[config.mk]
export PLATFORM = sky130hd
export DESIGN_NAME = ram_arb_ctrl
export DESIGN_NICKNAME = d
export VERILOG_FILES = /design/src/rtl/ram_arb_ctrl.sv
export SDC_FILE = /design/constraint.sdc
export NUM_CORES = 1
export LEC_CHECK = 0
export BUFFER_PORTS_ARGS = -buffer_cell sky130_fd_sc_hd__buf_2
export CAP_MARGIN = 40
export CORE_MARGIN = 4
export CORE_UTILIZATION = 42
export CTS_CLUSTER_SIZE = 10
export DETAILED_ROUTE_END_ITERATION = 12
export HOLD_SLACK_MARGIN = 0.1
export MAX_ROUTING_LAYER = met4
export PLACE_DENSITY = 0.74
export SETUP_SLACK_MARGIN = 0.2
export SLEW_MARGIN = 10
export SYNTH_ARGS = -nofsm -noshare
export SYNTH_HDL_FRONTEND = slang
export SYNTH_SLANG_ARGS = --single-unit
[constraint.sdc]
create_clock -name clk -period 1.2 [get_ports clk]
set_input_delay 0.06 -clock clk [delete_from_list [all_inputs] [get_ports clk]]
set_output_delay 0.06 -clock clk [all_outputs]
set_load 0.1 [all_outputs]
[src/rtl/ram_arb_ctrl.sv]
// Round-robin arbiter/sequencer placing two single-word request ports in front of
// a small synchronous RAM with active-low enable and registered read data.
module ram_arb_ctrl #(
   parameter int DW = 5,
   parameter int AW = 2
) (
   input  logic          clk,
   input  logic          rst,
   input  logic          req0,
   input  logic          we0,
   input  logic [AW-1:0] addr0,
   input  logic [DW-1:0] wdata0,
   input  logic          req1,
   input  logic          we1,
   input  logic [AW-1:0] addr1,
   input  logic [DW-1:0] wdata1,
   output logic          ack0,
   output logic          ack1,
   output logic          rvalid0,
   output logic          rvalid1,
   output logic [DW-1:0] rdata0,
   output logic [DW-1:0] rdata1,
   output logic          busy,
   output logic          ram_en,
   output logic          ram_wr,
   output logic [AW-1:0] ram_add,
   output logic [DW-1:0] ram_w_data,
   input  logic [DW-1:0] ram_r_data
);

   localparam logic [1:0] IDLE   = 2'd0;
   localparam logic [1:0] ACCESS = 2'd1;
   localparam logic [1:0] RDATA  = 2'd2;

   logic [1:0] state;
   logic       last_port;  // port granted most recently; reset to 1 so port 0 wins first tie
   logic       gnt_port;
   logic       gnt_rd;
   logic       pick0;
   logic       pick1;

   always_comb begin
      pick0 = req0 & (~req1 | last_port);
      pick1 = req1 & ~pick0;
   end

   always_ff @(posedge clk or posedge rst) begin
      if (rst) begin
         state      <= IDLE;
         last_port  <= 1'b1;
         gnt_port   <= 1'b0;
         gnt_rd     <= 1'b0;
         ack0       <= 1'b0;
         ack1       <= 1'b0;
         rvalid0    <= 1'b0;
         rvalid1    <= 1'b0;
         rdata0     <= '0;
         rdata1     <= '0;
         busy       <= 1'b0;
         ram_en     <= 1'b1;
         ram_wr     <= 1'b1;
         ram_add    <= '0;
         ram_w_data <= '0;
      end else begin
         ack0    <= 1'b0;
         ack1    <= 1'b0;
         rvalid0 <= 1'b0;
         rvalid1 <= 1'b0;
         case (state)
            IDLE: begin
               if (pick0 || pick1) begin
                  state     <= ACCESS;
                  busy      <= 1'b1;
                  ram_en    <= 1'b0;
                  last_port <= pick1;
                  gnt_port  <= pick1;
                  if (pick1) begin
                     gnt_rd     <= ~we1;
                     ram_wr     <= ~we1;
                     ram_add    <= addr1;
                     ram_w_data <= we1 ? wdata1 : '0;
                     ack1       <= 1'b1;
                  end else begin
                     gnt_rd     <= ~we0;
                     ram_wr     <= ~we0;
                     ram_add    <= addr0;
                     ram_w_data <= we0 ? wdata0 : '0;
                     ack0       <= 1'b1;
                  end
               end
            end
            ACCESS: begin
               // The RAM performs the access on the edge that leaves this state.
               ram_en <= 1'b1;
               ram_wr <= 1'b1;
               if (gnt_rd) begin
                  state <= RDATA;
               end else begin
                  state <= IDLE;
                  busy  <= 1'b0;
               end
            end
            RDATA: begin
               state <= IDLE;
               busy  <= 1'b0;
               if (gnt_port) begin
                  rdata1  <= ram_r_data;
                  rvalid1 <= 1'b1;
               end else begin
                  rdata0  <= ram_r_data;
                  rvalid0 <= 1'b1;
               end
            end
            default: begin
               state <= IDLE;
               busy  <= 1'b0;
            end
         endcase
      end
   end

endmodule

### Word-level counts from Yosys, hierarchy flattened

Index checks and enable logic that the tools add are counted.

* logic and storage cells: 60
* bits in registers: 29
* output and inout port bits: 24
* input bits: 25

* eq/ne operators: 4
* bitwise operators: 8
* reductions and logical operators: 8
* mux-type cells: 25

Operator list (number)
* $mux W1: 15
* $mux W5: 3
* $reduce_and A2 Y1: 5
* $mux W2: 3
* $pmux W1 S2: 3
* $not A1 Y1: 5
* $ne A2 B2 Y1 const B: 2
* $pmux W2 S2: 1
* $and A1 B1 Y1: 2
* $eq A2 B1 Y1 const B: 1
* $eq A2 B2 Y1 const B: 1
* $logic_not A2 Y1: 1
* $reduce_bool A2 Y1: 1
* $logic_or A1 B1 Y1: 1
* $or A1 B1 Y1: 1

### Depth between registers and ports, before layout

Gate-level depths: netlist of the first run.

* word-level depth: 8
* depth in mapped cells: 5
* mapped depth without buffers: 4

### Worst setup path after synthesis of the first run

No wires, ideal clock.

* path type: register to register
* start point: reg rdata1[0] (netlist name)
* end point: reg rdata1[0]
* data arrival time: 1134 ps
* buffers on the path: 0
* path slack: -60 ps
* cell stages (with the launch flop): 2
* path through: dfrtp_1 mux2_2

RTL lines
* to (signal assigned): RTL line 107 `rdata1 <= ram_r_data;`
* to (decl): RTL line 22 `output logic [DW-1:0] rdata1,`

### Worst setup path after layout of the first run

* start point: reg state[0]
* end point: reg rdata0[0]

* word-level cells in the longest chain between the ends: 2

RTL lines
* from (decl): RTL line 35 `logic [1:0] state;`
* from (signal assigned): RTL line 49 `state <= IDLE;`
* from (signal assigned): RTL line 72 `state <= ACCESS;`
* from (signal assigned): RTL line 97 `state <= RDATA;`
* $eq A2 B2 Y1: RTL line 69 `case (state)`
* $reduce_and A2 Y1 (no source line)
* to (signal assigned): RTL line 110 `rdata0 <= ram_r_data;`
* to (decl): RTL line 21 `output logic [DW-1:0] rdata0,`

No other way between the ends.
A chain may end at the register's enable or synchronous reset.

==> results_dict.tcl, run 1 <==
set metrics [dict create \
    synthesis.area_um2 1180 \
    wirelength_mm 4.37 \
    nFillCells 85 \
    core_um2 2590 \
    rsz0062_at_grt "true" \
    hp-class "primary input to flop" \
    grt.total_usage_pct 22.4 \
    hold_end "ack1" \
    grt_pass1_wl_mm 5.75 \
    grt_pass1_vias 1233 \
    h-tree-depth 2 \
    cts_max_path_buffers 2 \
    wl_per_cell_um 20.2 \
    postRouteAntennaNets 0 \
    diodes 0 \
    violations "setup timing" \
    synth_seq_cells 29 \
    setup_slack_ps -42.0 \
    critical_path_class "flop to flop" \
    max_stage_delay_ps 470 \
    ys_warn_count 0 \
    nets 210 \
    ys_seq_area_share_pct 61.6 \
    setup_tns_ps -227 \
    dp_cells 179 \
    antenna_found_initial 0 \
    whs_ps 221 \
    worst-r2r-setup-slack_ps -40 \
    r2r_start "state[0]" \
    initial_utilization_pct 45.7 \
    synth_cell_types 26 \
    slowest_stage "dfrtp_2" \
    fmax_ghz 0.805 \
    synth_fa_ha_area_share_pct 0 \
    worst_hold_path.num_cells 4 \
    drt_iter0_markers 48 \
    setup_viol 10 \
    syn-num-nets 122 \
    final_layout_size_suffix_gt1_share_pct 67.7 \
    critical_path_buf_inv_count 1 \
    crit_cells 3 \
    chipHeight_um 61.1 \
    synth_xor_area_share_pct 0 \
    crit_family "flip-flops" \
    cts-root-buf "clkbuf_4" \
    die_x_um 61.1 \
    drc_errors 0 \
    dr.pass1.iters 4 \
    numCtsBuffers 5 \
    num_rows 18 \
    cts.clk_slew.worst_paths_ps 100 \
    avgSynthCellArea_um2 12.2 \
    die-area_um2 3740 \
    synth_top_family_by_area "compound AO/OA/AOI/OAI gates" \
    maxCapViolCount 0 \
    final_cells 216 \
    num_vias 1195 \
    endpoint_kind "flop" \
    numPortBuffers 48 \
    synthToLayoutAreaGrowth_pct 101 \
    cts_tree "done" \
    status "complete, but fails checks" \
    muxShareOfSynthArea_pct 9.50 \
    worstMarginPinSlew_ps 359 \
    min-delay-start "req0" \
    grt_max_degree 30 \
    synth_compound_area_share_pct 14.6 \
    cp.required_ps 1410 \
    reg2reg_depth 3 \
    cp_cell_sequence "nor3b_4 -> buf_6 -> mux2_4" \
    vias_per_cell 5.53 \
    fin_crit_ps 1240 \
    slew_headroom_pct 76.1 \
    most-common-layout-cells "dlygate4sd3_1, buf_2, buf_12" \
    drv_slew 0 \
    synth_cells 97 \
    gr-total-overflow 0 \
    startpoint_type "flop" \
    io_pins 49 \
    finalHoldViolCount 0 \
    finClkSkew_ps 4.66 \
    cp_max_fo 6 \
    hpwl_mm 2.10 \
    clk_latency_ps 320 \
    synth-simple-area-share_pct 11.4 \
    cts.sinks 29 \
    crit_arrival_ps 1460 \
    period_share_pct 104 \
    r2r_end "rdata0[0]" \
    place.gp.congestion 0.866 \
]
cell families (layout without fill, tap and decap cells):
logic type | after synthesis | in the layout
multiplexers | 10 | 10
AO/OA/AOI/OAI | 25 | 25
flip-flops | 29 | 29
AND/OR/NAND/NOR | 26 | 26
buffers and inverters | 7 | 96
layer usage:
layer / wire length [µm] / up-vias / GRT usage, %
met4: 244 / 0 / 10.2
met5: 0 / - / -
met3: 355 / 25 / 6.29
met2: 2280 / 74 / 39.1
met1: 1500 / 573 / 23.1
li1: - / 523 / -
cell type report:
class                           count  area (µm²)  area share, %
Inverter                            4        17.5          0.737
Sequential cell                    29         759           32.0
Timing Repair Buffer               84         932           39.2
Clock inverter                      1        5.00          0.211
Multi-Input combinational cell     61         559           23.5
Tap cell                           30        37.5           1.58
Clock buffer                        7        65.1           2.74
synth_stat cells:
cell type,n,area share (%)
dfrtp_1,26,55
mux2_2,10,9.5
nand3_1,10,4.2
a21oi_1,9,3.8
a31oi_1,8,4.2
nand2_1,6,1.9
dfstp_2,3,6.7
inv_1,3,0.95
nor2_1,3,0.95
a21o_1,2,1.3
buf_4,2,1.3
a211oi_2,1,1.1
a21bo_2,1,0.84
a21boi_2,1,0.95
a221o_1,1,0.84
a22o_2,1,0.84
and2_1,1,0.53
buf_2,1,0.42
inv_2,1,0.32
nand2_2,1,0.53
nand3b_1,1,0.63
nor2b_1,1,0.53
nor3b_2,1,1.1
o22a_1,1,0.74
or2_1,1,0.53
or2_2,1,0.53
through the flow:
stage | setup slack [ps] | utilization (%) | instance area [µm²]
global placement | -44.1 | 61.8 | 1600
finish | -42.0 | 91.7 | 2380
detailed placement | -102 | 61.8 | 1600
global route | -96.7 | 91.7 | 2380
CTS | -20.1 | 82.8 | 2140
floorplan | -6.24 | - | 1250
registers in the layout (all words and copies together), names as in the netlist, 2 cells and up:
| register | cells |
|---|---|
| ram_w_data | 5 |
| ram_add | 2 |
| state | 2 |
| rdata1 | 5 |
| rdata0 | 5 |
tightest hold or removal path, cell delays in order:
cell	delay, ps
buf_2	140
a21bo_4	170
buf_6	100
nor2_2	30
how the worst max path moves through the flow:
stage,from,to,slack (ps)
floorplan,gnt_port,rdata0[2],-6
global route,state[0],rdata0[2],-100
global placement,gnt_port,rdata0[2],-40
CTS,state[0],rdata0[4],-20
detailed placement,gnt_port,rdata0[4],-100
finish,state[0],rdata0[0],-40
what timing repair did:
item	CTS	global route
hold buffers	24	0
endpoints found under the hold margin	48	0
buffers inserted	3	2
pin swaps	12	9
gates resized for setup	64	52
endpoints found under the setup margin	50	48
cloned	0	0
Power of run 1 is not shown: default switching activity piles up to over one toggle a cycle in this logic, so the estimate is an artifact.
==> run 2: changes to the inputs <==
--- a/config.mk
+++ b/config.mk
@@ -7,7 +7,7 @@
 export LEC_CHECK = 0
 export BUFFER_PORTS_ARGS = -buffer_cell sky130_fd_sc_hd__buf_2
 export CAP_MARGIN = 40
-export CORE_MARGIN = 4
+export CORE_MARGIN = 8
 export CORE_UTILIZATION = 42
 export CTS_CLUSTER_SIZE = 10
 export DETAILED_ROUTE_END_ITERATION = 12
==> results_dict.tcl, run 2 (synthesis results as in run 1) <==
set metrics [dict create \
    dp_cells 181 \
    synthToLayoutAreaGrowth_pct 98.9 \
    cp.required_ps 1400 \
    setup_viol 11 \
    post-route-util_pct 87.0 \
    startpoint_type "flop" \
    numPortBuffers 48 \
    min-delay-start "req0" \
    pre_cts_slack_ps -97.0 \
    dr.pass1.iters 4 \
    drv_slew 0 \
    final_cells 221 \
    nFillCells 124 \
    endpoint_kind "flop" \
    h-tree-depth 2 \
    most-common-layout-cells "dlygate4sd3_1, buf_2, buf_12" \
    finClkSkew_ps 9.82 \
    status "complete, but fails checks" \
    drc_errors 0 \
    wirelength_mm 4.04 \
    cp_max_fo 6 \
    reg_top3 "ram_w_data (5), rdata0 (5), rdata1 (5)" \
    die-area_um2 4780 \
    slew_headroom_pct 75.3 \
    grt_pass1_wl_mm 6.40 \
    postRouteAntennaNets 0 \
    worstMarginPinSlew_ps 370 \
    fmax_ghz 0.783 \
    hpwl_mm 2.24 \
    wl_per_cell_um 18.3 \
    setup_slack_ps -77.0 \
    numCtsBuffers 5 \
    final_layout_size_suffix_gt1_share_pct 64.2 \
    hp-class "primary input to flop" \
    core_um2 2710 \
    finalHoldViolCount 0 \
    r2r_start "state[0]" \
    r2r_end "rdata0[1]" \
    cts-root-buf "clkbuf_4" \
    worst-r2r-setup-slack_ps -80 \
    antenna_found_initial 0 \
    critical_path_class "flop to flop" \
    io_pins 49 \
    cts_tree "done" \
    hold_end "ack1" \
    cts_max_path_buffers 2 \
    rsz0062_at_grt "true" \
    whs_ps 209 \
    clk_latency_ps 320 \
    nets 214 \
    diodes 0 \
    violations "setup timing" \
    period_share_pct 106 \
    cts.clk_slew.worst_paths_ps 90 \
    chipHeight_um 69.1 \
    fin_crit_ps 1280 \
    grt_pass1_vias 1318 \
    grt.total_usage_pct 17.0 \
    reg2reg_depth 3 \
    num_rows 19 \
    worst_hold_path.num_cells 4 \
    vias_per_cell 5.26 \
    cts.sinks 29 \
    initial_utilization_pct 43.7 \
    drt_iter0_markers 38 \
    crit_arrival_ps 1480 \
    num_vias 1163 \
    maxCapViolCount 0 \
    gr-total-overflow 0 \
    grt_max_degree 30 \
    place.gp.congestion 0.771 \
    die_x_um 69.1 \
]
run 2: how the worst max path moves through the flow:
stage	endpoint	slack (ps)	start
floorplan	rdata0[2]	-6	gnt_port
global placement	rdata0[2]	-50	gnt_port
global route	rdata0[1]	-100	state[0]
detailed placement	rdata0[4]	-100	state[0]
CTS	rdata0[4]	-20	state[0]
finish	rdata0[1]	-80	state[0]
run 2: routing by layer:
layer,vias to the layer above,track usage (%),share of wire [%]
met5,-,-,0
met2,55,29.2,52
li1,535,-,-
met3,7,6.87,6.7
met4,0,5.92,1.3
met1,566,17.0,40
run 2: layout make-up:
type	instances	area [µm²]	area share [%]
repair buffers	88	971	41.2
flip-flops and latches	29	758	32.2
multi-input cells	61	513	21.8
clock buffers	8	58.8	2.49
well taps	31	38.8	1.65
inverters	4	17.5	0.743
run 2: through the flow:
stage                     setup TNS (ps)  instance area [µm²]
after CTS                          -90.6                 2190
after global placement              -259                 1610
after detailed placement            -679                 1610
final                               -542                 2360
after floorplan                    -23.6                 1250
after global routing                -825                 2360
run 2: worst max-delay path, cell delays in order (launching register included):
cell and delay (ps):
dfrtp_2 460, nor3b_4 230, buf_6 170, mux2_4 310
run 2: what timing repair did:
action                                  4_1_cts  5_1_grt
cloned                                        0        0
setup buffers                                 4        4
gates resized for setup                      73       34
endpoints found under the hold margin        49        0
hold buffers                                 24        0
endpoints found under the setup margin       48       48
pin swaps                                     9        7
Power of run 2 is left out for the same reason.
==> run 3: changes to the inputs <==
--- a/config.mk
+++ b/config.mk
@@ -5,15 +5,15 @@
 export SDC_FILE = /design/constraint.sdc
 export NUM_CORES = 1
 export LEC_CHECK = 0
-export BUFFER_PORTS_ARGS = -buffer_cell sky130_fd_sc_hd__buf_2
 export CAP_MARGIN = 40
 export CORE_MARGIN = 8
-export CORE_UTILIZATION = 42
+export CORE_UTILIZATION = 29
 export CTS_CLUSTER_SIZE = 10
 export DETAILED_ROUTE_END_ITERATION = 12
+export DONT_BUFFER_PORTS = 1
+export GPL_TIMING_DRIVEN = 0
 export HOLD_SLACK_MARGIN = 0.1
 export MAX_ROUTING_LAYER = met4
-export PLACE_DENSITY = 0.74
 export SETUP_SLACK_MARGIN = 0.2
 export SLEW_MARGIN = 10
 export SYNTH_ARGS = -nofsm -noshare
==> results_dict.tcl, run 3 (synthesis results as in run 1) <==
set metrics [dict create \
    status "complete, but fails checks" \
    violations "hold timing, setup timing" \
    gr-total-overflow 0 \
    reg2reg_depth 4 \
    crit_arrival_ps 1460 \
    critical_path_buf_inv_count 1 \
    cp_max_fo 5 \
    cts_tree "done" \
    wl_per_cell_um 18.3 \
    wirelength_mm 3.26 \
    reg_top3 "ram_w_data (5), rdata0 (5), rdata1 (5)" \
    worst_hold_path.num_cells 2 \
    numCtsBuffers 5 \
    initial_utilization_pct 29.8 \
    cts-root-buf "clkbuf_8" \
    postRouteAntennaNets 0 \
    grt.total_usage_pct 11.3 \
    hpwl_mm 2.18 \
    fmax_ghz 0.798 \
    cts.clk_slew.worst_paths_ps 60 \
    synthToLayoutAreaGrowth_pct 50.8 \
    slowest_stage "dfstp_2" \
    period_share_pct 104 \
    min-delay-start "we0" \
    grt_pass1_vias 1049 \
    antenna_found_initial 0 \
    hp-class "primary input to flop" \
    setup_viol 7 \
    crit_family "flip-flops" \
    startpoint "last_port" \
    slew_headroom_pct 64.5 \
    place.gp.congestion 0.718 \
    cts_max_path_buffers 2 \
    startpoint_type "flop" \
    cts.sinks 29 \
    max_stage_delay_ps 580 \
    whs_ps -69.4 \
    nets 152 \
    final-seq-area_um2 822 \
    finClkSkew_ps 4.79 \
    io_pins 49 \
    grt_pass1_wl_mm 5.39 \
    drc_errors 0 \
    rsz0062_at_grt "true" \
    final_common_cell "dfrtp_4" \
    clk_latency_ps 280 \
    numPortBuffers 0 \
    dr.pass1.iters 4 \
    grt_max_degree 19 \
    finalHoldViolCount 7 \
    fin_crit_ps 1250 \
    diodes 0 \
    num_vias 897 \
    die-area_um2 6390 \
    worstMarginPinSlew_ps 532 \
    most-common-layout-cells "dfrtp_4, dlygate4sd3_1, mux2_4" \
    multiInputGateArea_um2 519 \
    cp_cell_sequence "a21bo_4 -> buf_6 -> nand2_4 -> a221o_1" \
    core_um2 3970 \
    drt_iter0_markers 50 \
    num_rows 23 \
    vias_per_cell 5.04 \
    final_layout_size_suffix_gt1_share_pct 54.7 \
    r2r_start "last_port" \
    nFillCells 366 \
    maxCapViolCount 0 \
    setup_slack_ps -52.4 \
    h-tree-depth 2 \
    drv_slew 0 \
    endpoint_kind "flop" \
    chipHeight_um 79.9 \
    die_x_um 79.9 \
    crit_cells 4 \
    critical_path_class "flop to flop" \
    cp.required_ps 1410 \
    hold_buffers 16 \
]
run 3: worst register-to-register path, cell delays in order (launching register included):
cell     delay (ps)
dfstp_2         580
a21bo_4         150
buf_6           130
nand2_4          50
a221o_1         280
run 3: layout make-up:
| class | count | area share, % |
|---|---|---|
| Buffer | 3 | 1.68 |
| Clock buffer | 6 | 4.06 |
| Clock inverter | 2 | 0.560 |
| Inverter | 4 | 0.980 |
| Multi-Input combinational cell | 61 | 29.1 |
| Sequential cell | 29 | 46.0 |
| Tap cell | 50 | 3.50 |
| Timing Repair Buffer | 23 | 14.1 |
run 3: per-stage QoR:
| step | setup TNS (ps) | util, % | setup slack (ps) | cells | instance area (µm²) |
|---|---|---|---|---|---|
| 2_1_floorplan | -23.6 | - | -6.24 | 97 | 1250 |
| 3_3_place_gp | -528 | 33.1 | -84.8 | 147 | 1320 |
| 3_5_place_dp | -1010 | 33.8 | -122 | 148 | 1340 |
| 4_1_cts | -258 | 43.9 | -50.3 | 177 | 1740 |
| 5_1_grt | -805 | 45.0 | -101 | 178 | 1790 |
| 6_report | -244 | 45.0 | -52.4 | 178 | 1790 |
run 3: layer usage:
metal | share of wire (%) | routed length (µm) | global-route usage (%) | vias to the layer above
li1 | - | - | - | 408
met1 | 40 | 1320 | 12.0 | 428
met2 | 46 | 1500 | 17.1 | 54
met3 | 12 | 398 | 6.19 | 7
met4 | 1.4 | 44 | 4.36 | 0
met5 | 0 | 0 | - | -
run 3: path summary, 6_finish.rpt:
kind,end,slack (ps)
max,ram_wr,-50
max reg2reg,ram_wr,-50
max in group asynchronous,last_port,380
min,ram_w_data[1],-70
min reg2reg,gnt_rd,530
min in group asynchronous,rvalid0,270
run 3: repair_timing:
action                                  4_1_cts  5_1_grt
endpoints found under the hold margin        48        7
setup buffers                                 4        1
endpoints found under the setup margin       49       28
cloned                                        1        0
resized for setup                            37       12
pin swaps                                     5        3
Power of run 3 is left out for the same reason.
